==> config.mk <==
export PLATFORM = sky130hd
export DESIGN_NAME = if_stage_flat
export DESIGN_NICKNAME = d
export VERILOG_FILES = /design/src/rtl/if_stage_if.sv /design/src/rtl/if_stage.sv /design/src/flat_wrapper.sv
export SDC_FILE = /design/constraint.sdc
export NUM_CORES = 1
export LEC_CHECK = 0
export ABC_AREA = 1
export CORE_AREA = 2 2 105 107
export DETAILED_ROUTE_END_ITERATION = 10
export DIE_AREA = 0 0 107 109
export GPL_TIMING_DRIVEN = 0
export PLACE_DENSITY_LB_ADDON = 0.2
export SETUP_SLACK_MARGIN = 0.15
export SLEW_MARGIN = 0
export SYNTH_ARGS = -nofsm -noshare
export SYNTH_HDL_FRONTEND = slang
export SYNTH_SLANG_ARGS = --single-unit
export TNS_END_PERCENT = 1
==> constraint.sdc <==
create_clock -name clk -period 5.15 [get_ports clk]
set_input_delay 1.03 -clock clk [delete_from_list [all_inputs] [get_ports clk]]
set_output_delay 1.03 -clock clk [all_outputs]
set_load 0.02 [all_outputs]
==> src/rtl/if_stage_if.sv <==
// Fetch-stage signal bundle: decode handshake, redirect bus and IMEM port.
// The slave modport is the fetch stage itself; master is its environment.
interface if_stage_if;
    logic        stall_i;
    logic        redirect_i;
    logic [31:0] redirect_pc_i;
    logic [31:0] imem_addr_o;
    logic        imem_re_o;
    logic [31:0] imem_data_i;
    logic [31:0] inst_o;
    logic [31:0] pc_o;
    logic        valid_o;

    modport slave (
        input  stall_i,
        input  redirect_i,
        input  redirect_pc_i,
        input  imem_data_i,
        output imem_addr_o,
        output imem_re_o,
        output inst_o,
        output pc_o,
        output valid_o
    );

    modport master (
        output stall_i,
        output redirect_i,
        output redirect_pc_i,
        output imem_data_i,
        input  imem_addr_o,
        input  imem_re_o,
        input  inst_o,
        input  pc_o,
        input  valid_o
    );
endinterface

==> src/rtl/if_stage.sv <==
// Instruction-fetch stage: owns the fetch PC, drives a 1-cycle-latency IMEM,
// absorbs decode stalls with a one-entry skid register and squashes
// wrong-path fetches on redirect.
module if_stage #(
    parameter logic [31:0] RESET_PC = 32'h4000_0000,
    parameter logic [31:0] NOP_INST = 32'h0000_0013
) (
    input  logic        clk,
    input  logic        rst_n,
    if_stage_if.slave   bus
);

    localparam logic [1:0] ST_BOOT = 2'd0;
    localparam logic [1:0] ST_RUN  = 2'd1;
    localparam logic [1:0] ST_HOLD = 2'd2;

    logic [1:0]  state_q, state_d;
    logic [31:0] fetch_pc_q, fetch_pc_d;
    logic [31:0] rsp_pc_q, rsp_pc_d;
    logic [31:0] skid_q, skid_d;

    logic        re;
    logic        redir;
    logic [31:0] redir_tgt;

    // Redirect is ignored while reset is held so the IMEM port shows reset values.
    assign redir     = bus.redirect_i & rst_n;
    assign redir_tgt = {bus.redirect_pc_i[31:2], 2'b00};

    // Next-state and output decode; redirect outranks stall in every state.
    always_comb begin
        state_d    = state_q;
        fetch_pc_d = fetch_pc_q;
        rsp_pc_d   = rsp_pc_q;
        skid_d     = skid_q;
        re         = 1'b0;
        bus.valid_o     = 1'b0;
        bus.inst_o      = NOP_INST;
        bus.pc_o        = rsp_pc_q;
        bus.imem_addr_o = fetch_pc_q;

        if (redir) begin
            re              = 1'b1;
            bus.imem_addr_o = redir_tgt;
            rsp_pc_d        = redir_tgt;
            fetch_pc_d      = redir_tgt + 32'd4;
            state_d         = ST_RUN;
        end else begin
            case (state_q)
                ST_BOOT: begin
                    re         = 1'b1;
                    rsp_pc_d   = fetch_pc_q;
                    fetch_pc_d = fetch_pc_q + 32'd4;
                    state_d    = ST_RUN;
                end
                ST_RUN: begin
                    bus.valid_o = 1'b1;
                    bus.inst_o  = bus.imem_data_i;
                    if (bus.stall_i) begin
                        skid_d  = bus.imem_data_i;
                        state_d = ST_HOLD;
                    end else begin
                        re         = 1'b1;
                        rsp_pc_d   = fetch_pc_q;
                        fetch_pc_d = fetch_pc_q + 32'd4;
                    end
                end
                ST_HOLD: begin
                    bus.valid_o = 1'b1;
                    bus.inst_o  = skid_q;
                    if (!bus.stall_i) begin
                        re         = 1'b1;
                        rsp_pc_d   = fetch_pc_q;
                        fetch_pc_d = fetch_pc_q + 32'd4;
                        state_d    = ST_RUN;
                    end
                end
                default: begin
                    state_d = ST_BOOT;
                end
            endcase
        end

        bus.imem_re_o = re & rst_n;
    end

    // Fetch-stage state registers with asynchronous active-low reset.
    always_ff @(posedge clk or negedge rst_n) begin
        if (!rst_n) begin
            state_q    <= ST_BOOT;
            fetch_pc_q <= RESET_PC;
            rsp_pc_q   <= RESET_PC;
            skid_q     <= NOP_INST;
        end else begin
            state_q    <= state_d;
            fetch_pc_q <= fetch_pc_d;
            rsp_pc_q   <= rsp_pc_d;
            skid_q     <= skid_d;
        end
    end

endmodule
==> src/flat_wrapper.sv <==
// flat-port wrapper written by rule: the top's interface ports become plain ports
module if_stage_flat 
#(
    parameter logic [31:0] RESET_PC = 32'h4000_0000,
    parameter logic [31:0] NOP_INST = 32'h0000_0013
)
  (clk, rst_n, bus_stall_i, bus_redirect_i, bus_redirect_pc_i, bus_imem_data_i, bus_imem_addr_o, bus_imem_re_o, bus_inst_o, bus_pc_o, bus_valid_o);
  if_stage_if bus_i ();
  input  logic clk;
  input  logic rst_n;
  input wire logic [$bits(bus_i.stall_i)-1:0] bus_stall_i;
  input wire logic [$bits(bus_i.redirect_i)-1:0] bus_redirect_i;
  input wire logic [$bits(bus_i.redirect_pc_i)-1:0] bus_redirect_pc_i;
  input wire logic [$bits(bus_i.imem_data_i)-1:0] bus_imem_data_i;
  output wire logic [$bits(bus_i.imem_addr_o)-1:0] bus_imem_addr_o;
  output wire logic [$bits(bus_i.imem_re_o)-1:0] bus_imem_re_o;
  output wire logic [$bits(bus_i.inst_o)-1:0] bus_inst_o;
  output wire logic [$bits(bus_i.pc_o)-1:0] bus_pc_o;
  output wire logic [$bits(bus_i.valid_o)-1:0] bus_valid_o;
  assign bus_i.stall_i = bus_stall_i;
  assign bus_i.redirect_i = bus_redirect_i;
  assign bus_i.redirect_pc_i = bus_redirect_pc_i;
  assign bus_i.imem_data_i = bus_imem_data_i;
  assign bus_imem_addr_o = bus_i.imem_addr_o;
  assign bus_imem_re_o = bus_i.imem_re_o;
  assign bus_inst_o = bus_i.inst_o;
  assign bus_pc_o = bus_i.pc_o;
  assign bus_valid_o = bus_i.valid_o;
  if_stage #(.RESET_PC(RESET_PC), .NOP_INST(NOP_INST)) u_core (.clk(clk), .rst_n(rst_n), .bus(bus_i));
endmodule
==> impl_results.md <==
* Final WL at 16100 um
* Count leader, synth: nand2_1
* Synth top area cells: dfrtp_1 (42%), nand2_1 (19%), nand3_1 (5.8%), nor2_1 (4.9%), o21ai_0 (4.5%)
* Crit path kind: input port to output pin
* PwrDens at 575 nW/um^2
* Clk_lat worst skew at about 360 ps
* Achievable Freq at 0.216 GHz
* H-tree depth at 3
* Row cnt at 38
* Fin crit period at 4630 ps
* Post-CTS Resized at 0
* Die Y at 109 um
* Post-synth top area share at 42.2%
* Hold WC Path Type: register to register
* Final hold vios at 0
* Largest net degree at the start of global routing at 57
* Worst-path fanout max at 56
* EDFF count, synth at 0
* Fin nets at ~980
* I/O pin count at 166
* Core Box Area at 10600 um^2
* Worst-margin pin slew at about 570 ps
* Die area at 11700 um^2
* RSZ-0062 raised after global routing: no
* Die Width at 107 um
* Yosys reg bits at 94
* Worst VDD drop at 0.334 mV
* CTS clk-pin slew, worst paths at 90 ps
* Antenna diodes at 0
* DP Cell Count at 1031
* Worst path max stage delay at 640 ps
* Startpoint Class: input port
* Maxcap violations at 0
* Setup Buffers After CTS at 0
* DR WL/cell at 15.4 um
* DR vias/cell at between 5 and 6
* Cell area after layout at 7270 um^2
* Starting Density at 49.7%
* Mapped Area at 5270 um^2
* Starting DRT DRC Count at 435
* Total number of vias at 5641
* Crit share post-route at 89.9%
* ANT nets after route at 0
* Max-slew headroom at between 60% and 70%
* Final cell count without fillers at 1047
* First-pass DRT Iterations at 6
* Synth Warn # at 0
* Hold slack at roughly 480 ps
* Clock buffer depth at 2
* Clock sink count at 94
* Lkg Pwr at between 0.003 and 0.004 uW
* Clock skew at 9.93 ps
* Top cell type by total area after synthesis: dfrtp_1
* Sequential area share after synthesis at roughly 45%
* WP data required at 4120 ps
* Total track usage at between 20% and 30%
* Commonest register cell after synthesis: dfrtp_1
* Number of buffers created by CTS at 9
* Mapped Cells at 728
* Distinct cell type count after synthesis at 32
* Crit-path cells: buf_4 -> buf_16 -> nand2_2 -> nand2_1 -> buf_1 -> inv_1 -> o211ai_1 -> clkdlybuf4s50_1
* CTS Hold Bufs at 0
* Initial antenna violation count at 0
* Hpwl dp at 12200 um
* Global-route wire length before repair at 26200 um
* Root Driver: clkbuf_8
* Port bufs at 159
* CTS tree: done
* GP Congestion at 0.948
* Layout cells sized above 1 at 9.15%
* Critical path arrival at between 3000 and 4000 ps
* Endpoint type of the worst setup path: output pin
* GR Overflow Total at 0
* Slowest cell on crit path: clkdlybuf4s50_1
* DRC at 0
* Final setup vio count at 0
* Final Power at 4180 uW
* Commonest cells post-synth: nand2_1 (263), dfrtp_1 (89), nor2_1 (69), nand3_1 (61), o21ai_0 (47)
* Post-synth ARST share at 100%
* DP Area at 7080 um^2
* Synthesized area per cell at 7.24 um^2
* Area grow syn2layout at 37.9%
* Core Util, Final at 68.6%
* Outcome: finished clean
* Vias in the first global route at 5554
* Final Max Slew Viols at 0
final cells by class:
class	count	area, um^2
Clock buffer	10	128
Sequential cell	94	2360
Timing Repair Buffer	160	1620
Clock inverter	6	67.6
Inverter	35	131
Buffer	41	231
Multi-Input combinational cell	561	2560
Tap cell	140	175
Fill cell	901	3330
final timing paths:
| path | slack [ps] | to | from | cells past startpoint |
|---|---|---|---|---|
| max | 520 | bus_inst_o[4] | rst_n | 8 |
| min | 480 | u_core.fetch_pc_q[30]$_DFFE_PN1P_ | u_core.fetch_pc_q[30]$_DFFE_PN1P_ | 2 |
| max reg2reg | 2890 | u_core.fetch_pc_q[26]$_DFFE_PN0P_ | u_core.state_q[0]$_DFFE_PN0P_ | 8 |
| min reg2reg | 480 | u_core.fetch_pc_q[30]$_DFFE_PN1P_ | u_core.fetch_pc_q[30]$_DFFE_PN1P_ | 2 |
| max in group asynchronous | 3830 | u_core.fetch_pc_q[18]$_DFFE_PN0P_ | rst_n | 2 |
| min in group asynchronous | 640 | u_core.skid_q[5]$_DFFE_PN0P_ | rst_n | 1 |
cell families after synthesis:
kind of cell / share of synthesized area, %
flops: 44.7
fa+ha+maj: 1.42
other cells: 0.0711
compound gates: 11.8
xor+xnor: 0.166
buf+inv: 6.88
simple gates: 34.9
per-stage QoR:
step,worst slack (ps),TNS [ps]
global route,208,0
detailed placement,466,0
finish,522,0
CTS,457,0
global placement,-3090,-386210
floorplan,2130,0
critical path: cells and delay by family:
family	cells	cell delay, ps
compound gates	1	140
buf+inv	5	1980
simple gates	2	410
per-layer routing:
metal | part of all wire, % | track usage [%] | up-vias
met2 | 49 | 48.9 | 267
met5 | 0 | 0 | -
met4 | 1.7 | 9.37 | 0
met1 | 42 | 36.8 | 2658
li1 | - | - | 2689
met3 | 6.9 | 4.36 | 27
flip-flops by register name, summed over array words and instances, names as in the netlist:
name	count
u_core.skid_q	32
u_core.state_q	2
u_core.fetch_pc_q	30
u_core.bus.pc_o	30
where the power goes:
| part | switching, uW | total, uW | leakage [uW] | internal (uW) |
|---|---|---|---|---|
| logic | 1460 | 2390 | 0.00192 | 932 |
| clock network | 278 | 506 | 0.0000933 | 228 |
| registers | 192 | 1290 | 0.00115 | 1100 |
| total | 1930 | 4180 | 0.00316 | 2260 |
placed cells by master (no fill, tap or decap), types with 11 or more instances in the layout:
cell type / instances
dfrtp_1: 89
a21oi_1: 37
buf_2: 11
clkbuf_1: 18
nand2_2: 18
inv_1: 32
o21ai_0: 47
nand2_1: 263
clkdlybuf4s50_1: 158
nor2_1: 69
nand3_1: 61
nor2_2: 11
(Power assumes the default switching activity.)
